<file path="config.mk">
export PLATFORM = sky130hd
export DESIGN_NAME = puf_race_arbiter
export DESIGN_NICKNAME = d
export VERILOG_FILES = /design/src/rtl/puf_race_pkg.sv /design/src/rtl/sync_2ff.sv /design/src/rtl/puf_race_arbiter.sv
export SDC_FILE = /design/constraint.sdc
export NUM_CORES = 1
export LEC_CHECK = 0
export ABC_CLOCK_PERIOD_IN_PS = 1960
export CAP_MARGIN = 20
export CORE_MARGIN = 10
export CORE_UTILIZATION = 45
export DETAILED_ROUTE_END_ITERATION = 7
export PLACE_DENSITY = 0.72
export SLEW_MARGIN = 10
export SYNTH_ARGS = -nofsm -noshare
export SYNTH_HDL_FRONTEND = slang
export SYNTH_SLANG_ARGS = --single-unit
</file>
<file path="constraint.sdc">
create_clock -name clk -period 1.96 [get_ports clk]
set_input_delay 0.49 -clock clk [delete_from_list [all_inputs] [get_ports clk]]
set_output_delay 0.49 -clock clk [all_outputs]
set_load 0.005 [all_outputs]
</file>
<file path="src/rtl/puf_race_pkg.sv">
// Shared types and default constants for the ring-oscillator PUF race arbiter.
`timescale 1ns/1ps
package puf_race_pkg;

    typedef enum logic [2:0] {IDLE, CLEAR, RACE, RECORD, DONE} state_t;

    localparam int RESP_W_DEF         = 8;
    localparam int SEL_W_DEF          = 4;
    localparam int SETTLE_CYCLES_DEF  = 4;
    localparam int TIMEOUT_CYCLES_DEF = 2**24;
    localparam int MIN_SETTLE         = 3;

endpackage

</file>
<file path="src/rtl/sync_2ff.sv">
// One-bit two-flop synchronizer with asynchronous active-high reset.
`timescale 1ns/1ps
module sync_2ff (
    input  logic clk,
    input  logic reset,
    input  logic d,
    output logic q
);

    logic meta;

    always_ff @(posedge clk or posedge reset) begin
        if (reset) begin
            meta <= 1'b0;
            q    <= 1'b0;
        end else begin
            meta <= d;
            q    <= meta;
        end
    end

endmodule

</file>
<file path="src/rtl/puf_race_arbiter.sv">
// Challenge sequencer / race arbiter for two RO counters; builds a RESP_W-bit PUF response.
// Optional race watchdog enabled by defining PUF_RACE_TIMEOUT_EN.
`timescale 1ns/1ps
module puf_race_arbiter
    import puf_race_pkg::*;
#(
    parameter int RESP_W         = RESP_W_DEF,
    parameter int SEL_W          = SEL_W_DEF,
    parameter int SETTLE_CYCLES  = SETTLE_CYCLES_DEF,
    parameter int TIMEOUT_CYCLES = TIMEOUT_CYCLES_DEF
) (
    input  logic              clk,
    input  logic              reset,
    input  logic              start,
    input  logic              finished_a,
    input  logic              finished_b,
    output logic              counter_reset,
    output logic              counter_enable,
    output logic [SEL_W-1:0]  mux_sel,
    output logic [RESP_W-1:0] response,
    output logic              busy,
    output logic              done,
    output logic              tie_seen,
    output logic              timeout_err
);

    localparam int IDX_W = $clog2(RESP_W) + 1;
    localparam int SET_W = $clog2(SETTLE_CYCLES) + 1;

    generate
        if (SETTLE_CYCLES < MIN_SETTLE) begin : g_settle_chk
            $error("puf_race_arbiter: SETTLE_CYCLES must be at least 3");
        end
        if ((2**SEL_W) < RESP_W) begin : g_sel_chk
            $error("puf_race_arbiter: SEL_W too narrow for RESP_W challenges");
        end
        if (TIMEOUT_CYCLES < 1) begin : g_to_chk
            $error("puf_race_arbiter: TIMEOUT_CYCLES must be positive");
        end
    endgenerate

    state_t             state, state_next;
    logic [IDX_W-1:0]   idx;
    logic [SET_W-1:0]   settle_cnt;
    logic               fa_s, fb_s;
    logic               race_bit, race_tie, bit_r;

    sync_2ff u_sync_a (.clk(clk), .reset(reset), .d(finished_a), .q(fa_s));
    sync_2ff u_sync_b (.clk(clk), .reset(reset), .d(finished_b), .q(fb_s));

`ifdef PUF_RACE_TIMEOUT_EN
    localparam int RC_W = $clog2(TIMEOUT_CYCLES) + 1;
    logic [RC_W-1:0] race_cnt;
    logic            race_to;
`endif

    assign counter_reset  = (state != RACE);
    assign counter_enable = (state == RACE);
    assign done           = (state == DONE);
    assign mux_sel        = SEL_W'(idx);

    always_comb begin
        state_next = state;
        race_bit   = 1'b0;
        race_tie   = 1'b0;
`ifdef PUF_RACE_TIMEOUT_EN
        race_to    = 1'b0;
`endif
        case (state)
            IDLE:   if (start) state_next = CLEAR;
            CLEAR:  if (settle_cnt == SET_W'(SETTLE_CYCLES - 1)) state_next = RACE;
            RACE: begin
                // A tie records 0; a winner outranks a watchdog expiry in the same cycle.
                if (fa_s || fb_s) begin
                    race_bit   = fa_s & ~fb_s;
                    race_tie   = fa_s & fb_s;
                    state_next = RECORD;
                end
`ifdef PUF_RACE_TIMEOUT_EN
                else if (race_cnt == RC_W'(TIMEOUT_CYCLES - 1)) begin
                    race_to    = 1'b1;
                    state_next = RECORD;
                end
`endif
            end
            RECORD: state_next = (idx == IDX_W'(RESP_W - 1)) ? DONE : CLEAR;
            DONE:   state_next = IDLE;
            default: state_next = IDLE;
        endcase
    end

    always_ff @(posedge clk or posedge reset) begin
        if (reset) begin
            state      <= IDLE;
            idx        <= '0;
            settle_cnt <= '0;
            bit_r      <= 1'b0;
            response   <= '0;
            busy       <= 1'b0;
            tie_seen   <= 1'b0;
        end else begin
            state      <= state_next;
            settle_cnt <= (state == CLEAR) ? settle_cnt + SET_W'(1) : '0;
            case (state)
                IDLE: begin
                    if (start) begin
                        response <= '0;
                        tie_seen <= 1'b0;
                        idx      <= '0;
                        busy     <= 1'b1;
                    end
                end
                RACE: begin
                    bit_r <= race_bit;
                    if (race_tie) tie_seen <= 1'b1;
                end
                RECORD: begin
                    for (int k = 0; k < RESP_W; k++) begin
                        if (idx == IDX_W'(k)) response[k] <= bit_r;
                    end
                    if (idx != IDX_W'(RESP_W - 1)) idx <= idx + IDX_W'(1);
                end
                DONE:    busy <= 1'b0;
                default: ;
            endcase
        end
    end

`ifdef PUF_RACE_TIMEOUT_EN
    always_ff @(posedge clk or posedge reset) begin
        if (reset) begin
            race_cnt    <= '0;
            timeout_err <= 1'b0;
        end else begin
            race_cnt <= (state == RACE) ? race_cnt + RC_W'(1) : '0;
            if (state == IDLE && start) timeout_err <= 1'b0;
            else if (race_to)          timeout_err <= 1'b1;
        end
    end
`else
    assign timeout_err = 1'b0;
`endif

endmodule

</file>
**Word level (Yosys, flattened, before mapping)**

Cells that the tools add are included.

- Register bits after elaboration: 25
- Input port bits: 5
- Output and inout bits: 18
- Word-level logic and storage cells: 95

- Add/subtract/negate cells: 2
- Equal/unequal tests: 27
- Mux-type cells: 27
- Bitwise gates (word level): 3
- Reductions and logical operators: 18

Operators with widths:

| operator | count |
|---|---|
| 3-bit AND reduction | 11 |
| 2-bit inequality test (second input constant) | 11 |
| 4-bit by 3-bit equality test with 1-bit output (second input constant) | 4 |
| 8-bit case mux with 2 select lines | 1 |
| 3-bit 2-to-1 mux | 5 |
| 1-bit 2-to-1 mux | 14 |
| 3-bit case mux with 4 select lines | 1 |
| 3-bit by 2-bit equality test with 1-bit output (second input constant) | 3 |
| 4-bit by 2-bit equality test with 1-bit output (second input constant) | 2 |
| 4-bit 2-to-1 mux | 2 |
| 8-bit 2-to-1 mux | 1 |
| 4-bit case mux with 2 select lines | 1 |
| 2-bit nonzero test | 3 |
| 4-bit by 1-bit adder with 4-bit output (second input constant) | 1 |
| 4-bit by 1-bit equality test with 1-bit output (second input constant) | 1 |
| 4-bit zero test | 1 |
| 2-bit by 1-bit inequality test with 1-bit output (second input constant) | 2 |
| 4-bit by 3-bit inequality test with 1-bit output (second input constant) | 1 |
| 1-bit case mux with 2 select lines | 2 |
| 3-bit by 1-bit adder with 3-bit output (second input constant) | 1 |
| 3-bit by 1-bit equality test with 1-bit output (second input constant) | 1 |
| 3-bit equality test (second input constant) | 1 |
| 3-bit zero test | 1 |
| 3-bit by 2-bit inequality test with 1-bit output (second input constant) | 1 |
| other kinds (4) | 5 |

**Logic depth before layout (Yosys ltp)**

Gate-level depths: netlist (run 1).

- Word-level depth: 5
- Gate-level depth with buffers: 5
- Depth with buffers taken out: 5

**Cells and area by module**

From an unflattened synthesis (run 1), not the netlist that was laid out.

- Cell total of the unflattened synthesis: 118
- Area total of the unflattened synthesis: 1218.7 um^2

By module, submodules not included:

| module | instances | cells an instance | area each (um^2) | sequential area each (um^2) |
|---|---|---|---|---|
| puf_race_arbiter | 1 | 112 | 1111.1 | 525.5 |
| sync_2ff | 2 | 3 | 53.8 | 50.0 |

**Worst setup path before layout (run 1)**

OpenSTA, ideal clock, no wires.

- Path kind: reg-to-reg
- Start: register idx[0], in the netlist mux_sel[0]
- End: register state[0]
- Setup time: 0.125 ns
- Data arrival time: 1.436 ns
- Required time: 1.835 ns
- Slack: 0.399 ns
- Stages on the path, launching flop included: 5
- Path buffers: 0
- Period minus slack after synthesis: 1.561 ns
- Path through: dfrtp_1 -> ha_1 -> nand3b_1 -> mux4_1 -> nor2b_1

- Cells in the longest elaborated chain, start to end: 3

RTL lines:

| what | line | text |
|---|---|---|
| from (decl) | puf_race_arbiter.sv:43 | `logic [IDX_W-1:0] idx;` |
| from (signal assigned) | puf_race_arbiter.sv:121 | `if (idx != IDX_W'(RESP_W - 1)) idx <= idx + IDX_W'(1);` |
| 4-bit by 3-bit equality test with 1-bit output | puf_race_arbiter.sv:86 | `RECORD: state_next = (idx == IDX_W'(RESP_W - 1)) ? DONE : CLEAR;` |
| 3-bit 2-to-1 mux | puf_race_arbiter.sv:86 |  |
| 3-bit case mux with 4 select lines | puf_race_arbiter.sv:69 | `case (state)` |
| to (signal assigned) | puf_race_arbiter.sv:102 | `state <= state_next;` |
| to (decl) | puf_race_arbiter.sv:42 | `state_t state, state_next;` |

Every way passes these cells.
A chain may end at the register's enable or synchronous reset.

**Final worst setup path (run 1)**

- Start: register idx[2], in the netlist mux_sel[2]
- End: output mux_sel[2]

RTL lines:

| what | line | text |
|---|---|---|
| to (decl) | puf_race_arbiter.sv:19 | `output logic [SEL_W-1:0] mux_sel,` |

No word-level cell between the ends.

==> results of run 1 <==
-- path summary, 6_finish.rpt --
kind                                         start                     end  slack (ps)  cells past startpoint
hold / removal             u_sync_b.meta$_DFF_PP0_    u_sync_b.q$_DFF_PP0_         360                      0
hold reg to reg            u_sync_b.meta$_DFF_PP0_    u_sync_b.q$_DFF_PP0_         360                      0
setup reg to reg            mux_sel[1]$_DFFE_PP0P_    state[0]$_DFFE_PP0P_         280                      4
min in group asynchronous                    reset  mux_sel[3]$_DFFE_PP0P_         500                      3
setup / recovery            mux_sel[2]$_DFFE_PP0P_              mux_sel[2]          80                      1
max in group asynchronous                    reset    state[1]$_DFFE_PP0P_        1190                      3
-- worst reg2reg max path: cells and delay by family, from the launching register on --
family	cells	cell delay [ps]
DFF	1	450
and+or+nand+nor	2	350
adders and majority gates	1	300
muxes	1	500
-- sequential cells by signal (all words and copies together) (netlist names), 3 cells and up --
name / count
settle_cnt: 3
mux_sel: 4
state: 3
response: 8
-- cells in the final DEF (no fill, tap or decap), drive strengths merged, types with 2 or more instances in the layout --
master,Yosys,routed
a21oi,11,11
a32o,2,2
and3,8,8
buf,5,11
clkbuf,0,4
clkdlybuf4s50,0,18
dfrtp,25,25
dlygate4sd2,0,3
ha,6,6
inv,7,7
nand2,14,14
nand3b,2,2
nor2,7,7
nor2b,3,3
o22ai,8,8
xor2,2,2
-- per-layer routing --
| metal | global-route usage (%) | share of wire, % |
|---|---|---|
| met1 | 11.35 | 44 |
| met2 | 18.08 | 51 |
| met3 | 3.537 | 3.9 |
| met4 | 4.086 | 0.90 |
| met5 | 0 | 0 |
-- logic make-up after synthesis --
kind of cell,count (synthesis),synth area share (%)
AOI/OAI and AO/OA,24,12.68
other,1,0.3065
and+or+nand+nor,42,19.02
muxes,3,3.886
xor gates and xnor gates,2,1.432
buffers and inverters,12,5.420
DFF,25,51.12
adders and majority gates,6,6.135
-- power by group --
group / internal (W) / total (W) / leakage [nW] / switching, W
logic: 0.000521 / 0.000967 / 0.397 / 0.000446
registers: 0.000676 / 0.000792 / 0.318 / 0.000116
clock network: 0.0000797 / 0.000228 / 0.0150 / 0.000149
-- area by class of cell --
cell class	instances	area, um2
tap	30	37.54
sequential	25	626.9
clock buffer	4	26.28
multi-input combinational	78	541.8
timing repair buffer	32	289.0
fill	219	997.2
inverter	7	26.28
-- stage by stage --
stage          hold WS [ps]  setup slack, ps  cell area (um2)  total power [W]  util [%]
5_1_grt               378.0            17.79             1548         0.002179     60.82
4_1_cts               367.4            38.37             1535         0.001997     60.32
3_3_place_gp          332.4            57.41             1484         0.001694     58.31
3_5_place_dp          336.5            35.73             1484         0.001729     58.31
6_report              363.2            84.56             1548         0.001988     60.82
2_1_floorplan         331.2            398.8             1224         0.001348         -
-- cell usage after synthesis, drive strengths merged --
library cell   n  share of area, %
or2            1              0.51
nand2b         1              0.51
buf            5               3.3
mux4           1               2.1
mux2           1              0.92
or4b           1               1.1
a21oi         11               4.8
xor2           2               1.4
and3           8               4.1
ha             6               6.1
a32o           2               1.6
a22o           1              0.72
conb           1              0.31
dfrtp         25                51
nand3b         2               1.2
a31o           1              0.72
or3b           1              0.72
and2           1              0.51
o2bb2ai        1              0.72
nor2b          3               1.5
and3b          1              0.72
mux2i          1              0.82
o22ai          8               4.1
nand3          1              0.41
nor4b          1               1.2
inv            7               2.1
nor2           7               2.1
nand2         14               4.3
-- repair_timing --
action	CTS	global route
gates resized for setup	6	1
endpoints found under the setup margin	3	2
pin swaps	2	0
buffers inserted	3	1
hold buffers	0	0
==> flow_summary.toml, run 1 <==
[outcome]
status = "completed"

[grt]
grt_antenna_before_repair = 0
gr-total-overflow = 0
grt_max_degree = 26
grt_pass1_wl_um = 4457
grt_pass1_vias = 961
grt_use_total_pct = 10.42

[logic_synthesis]
syn_nets = 126
syn_area_per_cell_um2 = 10.64
synth_seq_area_share_pct = 51.12
ys_seq_elements = 25
ys_warn_count = 0
synthesis.area_um2 = 1224
synth_cells = 115
synth.distinct_cells = 31

[cts]
clock-sinks = 25
cts.clk_slew.worst_paths_ps = 130
tritoncts = "yes"
clk_latency_ps = 320
cts_root_buf = "clkbuf_4"
clockBufferDepth = 2
numCtsBuffers = 3
htreeDepth = 1

[routing]
finalWirelength_um = 2550
via_count = 942
drc = 0
drt_iter0_markers = 79
avgViaCountPerCell = 5.352
dr.pass1.iters = 4
post_drt_wl_per_cell_um = 14.49
final_antenna_net_count = 0

[min_path]
hp-class = "flip-flop to flip-flop"

[pwr]
peakVddDrop_v = 0.0009195
cellPowerDensity_nw_per_um2 = 1284
leakage_nw = 0.7298

[floorplan]
dieWidth_um = 72.15
rows = 18
die_y_um = 72.15
die_area_um2 = 5205
start_util_pct = 48.08
ios = 23
core-area_um2 = 2545

[sta]
finalSetupViolations = 0
finClkSkew_ps = 8.543
drv_slew = 0
max_freq_ghz = 0.5332
setup_tns_ps = 0
post-route-period-util_pct = 95.69
rsz0062_at_grt = "no"
finalHoldViolations = 0
fin_crit_ps = 1875

[cells_and_area]
final_cells = 176
drive_above_1_share_pct = 16.44
layout.nets = 158
diodes = 0
area_growth_pct = 26.48

[place]
dp.final_hpwl_um = 1880
portBuffers = 21
gp_congestion = 0.8998
dp_cells = 168

[critical_path]
slowest_delay_ps = 560
worst_setup_path_end_kind = "output port"
critPathKind = "flip-flop to output port"
path_max_fanout = 7
cp.arrival_ps = 1390
cp_slowest_cell = "clkdlybuf4s50_1"
startpoint_type = "flip-flop"
path_delay_family = "buffers and inverters"
crit_required_ps = 1470
cp_cell_sequence = "clkdlybuf4s50_1"
worst-path-buf-inv = 1

[run]
maxCapViolCount = 0
(Power assumes the default switching activity.)
==> run 2, diff against run 1 <==
- CORE_UTILIZATION: 45 -> 50
- PLACE_DENSITY: 0.72 -> 0.78
==> run 2 against run 1 <==
  * Combinational power about the same
  * Via count is 1.2% higher
  * Final cell count is 1.7% lower
  * Sequential cell count is the same
  * Critical endpoint unchanged
  * Largest cell class unchanged
  * Largest power group unchanged
==> flow_summary.toml, run 2 (synthesized netlist as in run 1, its figures left out) <==
[critical_path]
cp_cell_sequence = "clkdlybuf4s50_1"
slowest_delay_ps = 550
cp.arrival_ps = 1370
path_max_fanout = 7
r2r_end = "mux_sel[2]$_DFFE_PP0P_"
r2r_start = "state[1]$_DFFE_PP0P_"
r2r_slack_ps = 200
path_delay_family = "buffers and inverters"
worst-path-buf-inv = 1
cp_slowest_cell = "clkdlybuf4s50_1"
crit_required_ps = 1470
startpoint_type = "flip-flop"
ff2ff_path_depth = 5
worst_setup_path_end_kind = "output port"
critPathKind = "flip-flop to output port"

[cells_and_area]
mostFrequentLayoutCells = "dfrtp_1, clkdlybuf4s50_1, nand2_1, a21oi_1, buf_4"
drive_above_1_share_pct = 15.86
layout.nets = 157
layout_commonest_cell = "dfrtp_1"
regMostFlops = "response"
nFillCells = 180
largest_reg_flops = 8
area_growth_pct = 25.26
diodes = 0

[grt]
grt_use_total_pct = 11.13
grt_pass1_vias = 991
grt_antenna_before_repair = 0
gr-total-overflow = 0
grt_pass1_wl_um = 4533
grt_max_degree = 26

[sta]
drv_slew = 0
max_freq_ghz = 0.5384
fin_crit_ps = 1857
post-route-period-util_pct = 94.76
holdWs_ps = 371.1
finalHoldViolations = 0
setup_tns_ps = 0
layout_setup_ws_ps = 102.7
finClkSkew_ps = 3.639
finalSetupViolations = 0
rsz0062_at_grt = "no"

[min_path]
worstHoldPathCells = 0
hold_end = "u_sync_b.q$_DFF_PP0_"
hp-class = "flip-flop to flip-flop"
worstHoldStart = "u_sync_b.meta$_DFF_PP0_"

[pwr]
cellPowerDensity_nw_per_um2 = 1304
peakVddDrop_v = 0.0008112
leakage_nw = 0.7258

[routing]
finalWirelength_um = 2591
via_count = 953
met2_length_um = 1265
top_layer_used = "met4"
final_antenna_net_count = 0
wl_met1_um = 1134
drt_iter0_markers = 19
avgViaCountPerCell = 5.509
post_drt_wl_per_cell_um = 14.98
dr.pass1.iters = 4
drc = 0
met3_length_um = 143

[run]
maxCapViolCount = 0

[floorplan]
start_util_pct = 53.77
ios = 23
core-area_um2 = 2276
rows = 17
die_area_um2 = 4826
dieWidth_um = 69.47
die_y_um = 69.47

[outcome]
status = "completed"

[place]
portBuffers = 21
dp.final_hpwl_um = 1916
dp_slack_ps = 28.21
gp_congestion = 0.8493

[cts]
tritoncts = "yes"
cts_hold_buf = 0
clockBufferDepth = 2
cts.clk_slew.worst_paths_ps = 130
htreeDepth = 1
cts_root_buf = "clkbuf_4"
clk_latency_ps = 320
numCtsBuffers = 3
clock-sinks = 25
run 2: cell count changes in the layout (fill, tap and decap cells not counted):
cell	change
nor2_2	+1
buf_4	-1
nor2_4	-1
run 2: report_power, final:
group	switching (W)	total (W)	internal, W
Sequential	0.000119	0.000795	0.000676
Combinational	0.000453	0.000970	0.000517
Clock	0.000154	0.000234	0.0000799
run 2: how the worst max path moves through the flow:
stage | endpoint | startpoint | cells after the start | slack, ps
global route | mux_sel[3] | mux_sel[3]$_DFFE_PP0P_ | 1 | 30
CTS | mux_sel[3] | mux_sel[3]$_DFFE_PP0P_ | 1 | 80
finish | mux_sel[2] | mux_sel[2]$_DFFE_PP0P_ | 1 | 100
floorplan | state[0]$_DFFE_PP0P_ | mux_sel[0]$_DFFE_PP0P_ | 4 | 400
detailed placement | mux_sel[2]$_DFFE_PP0P_ | start | 3 | 30
global placement | mux_sel[2]$_DFFE_PP0P_ | start | 3 | 40
run 2: layout make-up:
type                       count  area, um2  share of cell area, %
sequential                    25      626.9                  40.90
multi-input combinational     78      536.8                  35.02
timing repair buffer          31      281.5                  18.37
tap                           28      35.03                  2.286
clock buffer                   4      26.28                  1.714
inverter                       7      26.28                  1.714
run 2: timing repair:
item / 4_1_cts / 5_1_grt
endpoints found under the hold margin: 0 / 0
endpoints found under the setup margin: 3 / 0
resized for setup: 6 / 0
setup buffers: 3 / 0
run 2: routing by layer:
metal | GRT usage, % | up-vias
met3 | 3.138 | 5
met5 | 0 | -
met4 | 5.322 | 0
li1 | - | 458
met2 | 18.15 | 22
met1 | 13.02 | 468
run 2: stage by stage:
step                instances  instance area (um2)  utilization [%]  power [W]
floorplan                 115                 1224                -   0.001348
global placement          166                 1481            65.09   0.001692
detailed placement        166                 1481            65.09   0.001737
CTS                       173                 1533            67.34   0.002007
global route              173                 1533            67.34   0.002175
finish                    173                 1533            67.34   0.001999
==> run 3, diff against run 2 <==
- CORE_UTILIZATION: 50 -> 57
- DONT_BUFFER_PORTS: not set -> 1
- PLACE_DENSITY: 0.78 -> 0.73
==> run 3 against run 2 <==
  * Clock power fell by 4%
  * Final cell count fell by 17%
  * Die area fell by 8.8%
  * Critical endpoint is now counter_enable
  * Largest power group is now sequential cells
==> flow_summary.toml, run 3 (synthesized netlist as in run 1, its figures left out) <==
[pwr]
power_frac_clock_pct = 13.4
cellPowerDensity_nw_per_um2 = 1332
peakVddDrop_v = 0.0008327
combPwrFrac_pct = 35.5
swShare_pct = 38.98
p_seq_share_pct = 51.1
leakage_nw = 0.6045
internal_power_w = 0.001024
power.switching_w = 0.0006542

[floorplan]
die_y_um = 66.34
core-area_um2 = 2002
ios = 23
dieWidth_um = 66.34
start_util_pct = 61.13
rows = 16
die_area_um2 = 4400

[grt]
grt_use_met3_pct = 3.559
met2_usage_pct = 16.15
busiest_layer = "met2"
met1_usage_pct = 14.88
grt_pass1_vias = 787
grt_pass1_wl_um = 3933
gr-total-overflow = 0
grt_use_total_pct = 11.40
grt_max_degree = 26
grt_antenna_before_repair = 0

[routing]
drc = 0
dr.pass1.iters = 4
drt_iter0_markers = 44
via_count = 817
final_antenna_net_count = 0
finalWirelength_um = 2230
post_drt_wl_per_cell_um = 15.59
avgViaCountPerCell = 5.713

[cts]
clock-sinks = 25
htreeDepth = 1
cts.clk_slew.worst_paths_ps = 130
clockBufferDepth = 2
numCtsBuffers = 3
clk_latency_ps = 320
cts_setup_buffers = 0
tritoncts = "yes"
cts_root_buf = "clkbuf_4"
cts_hold_buf = 0
ctsResizeCount = 0

[critical_path]
cp_cell_sequence = "nor2_1 > nand2_1 > inv_1"
critPathKind = "flip-flop to output port"
crit_required_ps = 1470
path_delay_family = "flip-flops"
cp.arrival_ps = 1300
worst-path-buf-inv = 1
startpoint_type = "flip-flop"
path_max_fanout = 9
cp_slowest_cell = "dfrtp_1"
worst_setup_path_end_kind = "output port"
slowest_delay_ps = 500

[sta]
finalHoldViolations = 0
post-route-period-util_pct = 91.47
max_freq_ghz = 0.5578
setup_tns_ps = 0
finalSetupViolations = 0
finClkSkew_ps = 5.017
fin_crit_ps = 1793
drv_slew = 0
rsz0062_at_grt = "no"

[cells_and_area]
regMostFlops = "response"
layout.nets = 128
layout_commonest_cell = "dfrtp_1"
diodes = 0
area_growth_pct = 2.965
fin_util_pct = 62.94
largest_reg_flops = 8
mostFrequentLayoutCells = "dfrtp_1, nand2_1, a21oi_1, and3_1, o22ai_1"
drive_above_1_share_pct = 11.21

[place]
dp.final_hpwl_um = 1640
portBuffers = 0
gp_congestion = 0.7644

[outcome]
status = "completed"

[run]
maxCapViolCount = 0

[min_path]
hp-class = "input port to asynchronous set/reset pin"
[run 3: path summary, 6_finish.rpt]
| check | start | to | slack (ps) | cells after the start |
|---|---|---|---|---|
| setup / recovery | state[0]$_DFFE_PP0P_ | counter_enable | 170 | 3 |
| setup reg to reg | mux_sel[0]$_DFFE_PP0P_ | state[0]$_DFFE_PP0P_ | 230 | 4 |
| max in group asynchronous | reset | response[3]$_DFFE_PP0P_ | 1630 | 2 |
| hold reg to reg | u_sync_b.meta$_DFF_PP0_ | u_sync_b.q$_DFF_PP0_ | 360 | 0 |
| hold / removal | reset | u_sync_a.meta$_DFF_PP0_ | 80 | 2 |
| min in group clk | finished_b | u_sync_b.meta$_DFF_PP0_ | 180 | 0 |
[run 3: layer usage]
layer	vias up	wire (um)	part of all wire (%)
li1	405	-	-
met1	385	1011	45
met2	23	1011	45
met3	4	155	7.0
met4	0	51	2.3
met5	-	0	0
[run 3: power by group through the flow]
stage / Clock (W) / Combinational [W] / Sequential (W)
2_1_floorplan: 0 / 0.000552 / 0.000796
3_3_place_gp: 0 / 0.000577 / 0.000868
3_5_place_dp: 0 / 0.000600 / 0.000874
4_1_cts: 0.000240 / 0.000602 / 0.000864
5_1_grt: 0.000261 / 0.000695 / 0.000894
6_report: 0.000224 / 0.000596 / 0.000858
[run 3: cell type report]
class / count / area [um2]
flip-flops and latches: 25 / 625.6
inverters: 7 / 26.28
multi-input cells: 78 / 531.8
clock inverters: 1 / 5.005
repair buffers: 2 / 15.01
well taps: 27 / 33.78
fillers: 170 / 742.0
clock buffers: 3 / 22.52
[run 3: per-stage QoR]
step	worst slack, ps	total power (W)	area (um2)	std cells	hold WS [ps]
after floorplan	398.8	0.001348	1224	115	331.2
after global placement	294.5	0.001445	1232	139	332.7
after detailed placement	247.2	0.001474	1232	139	335.6
after CTS	150.8	0.001706	1260	143	86.30
after global routing	76.17	0.001850	1260	143	92.90
final	167.2	0.001678	1260	143	84.37
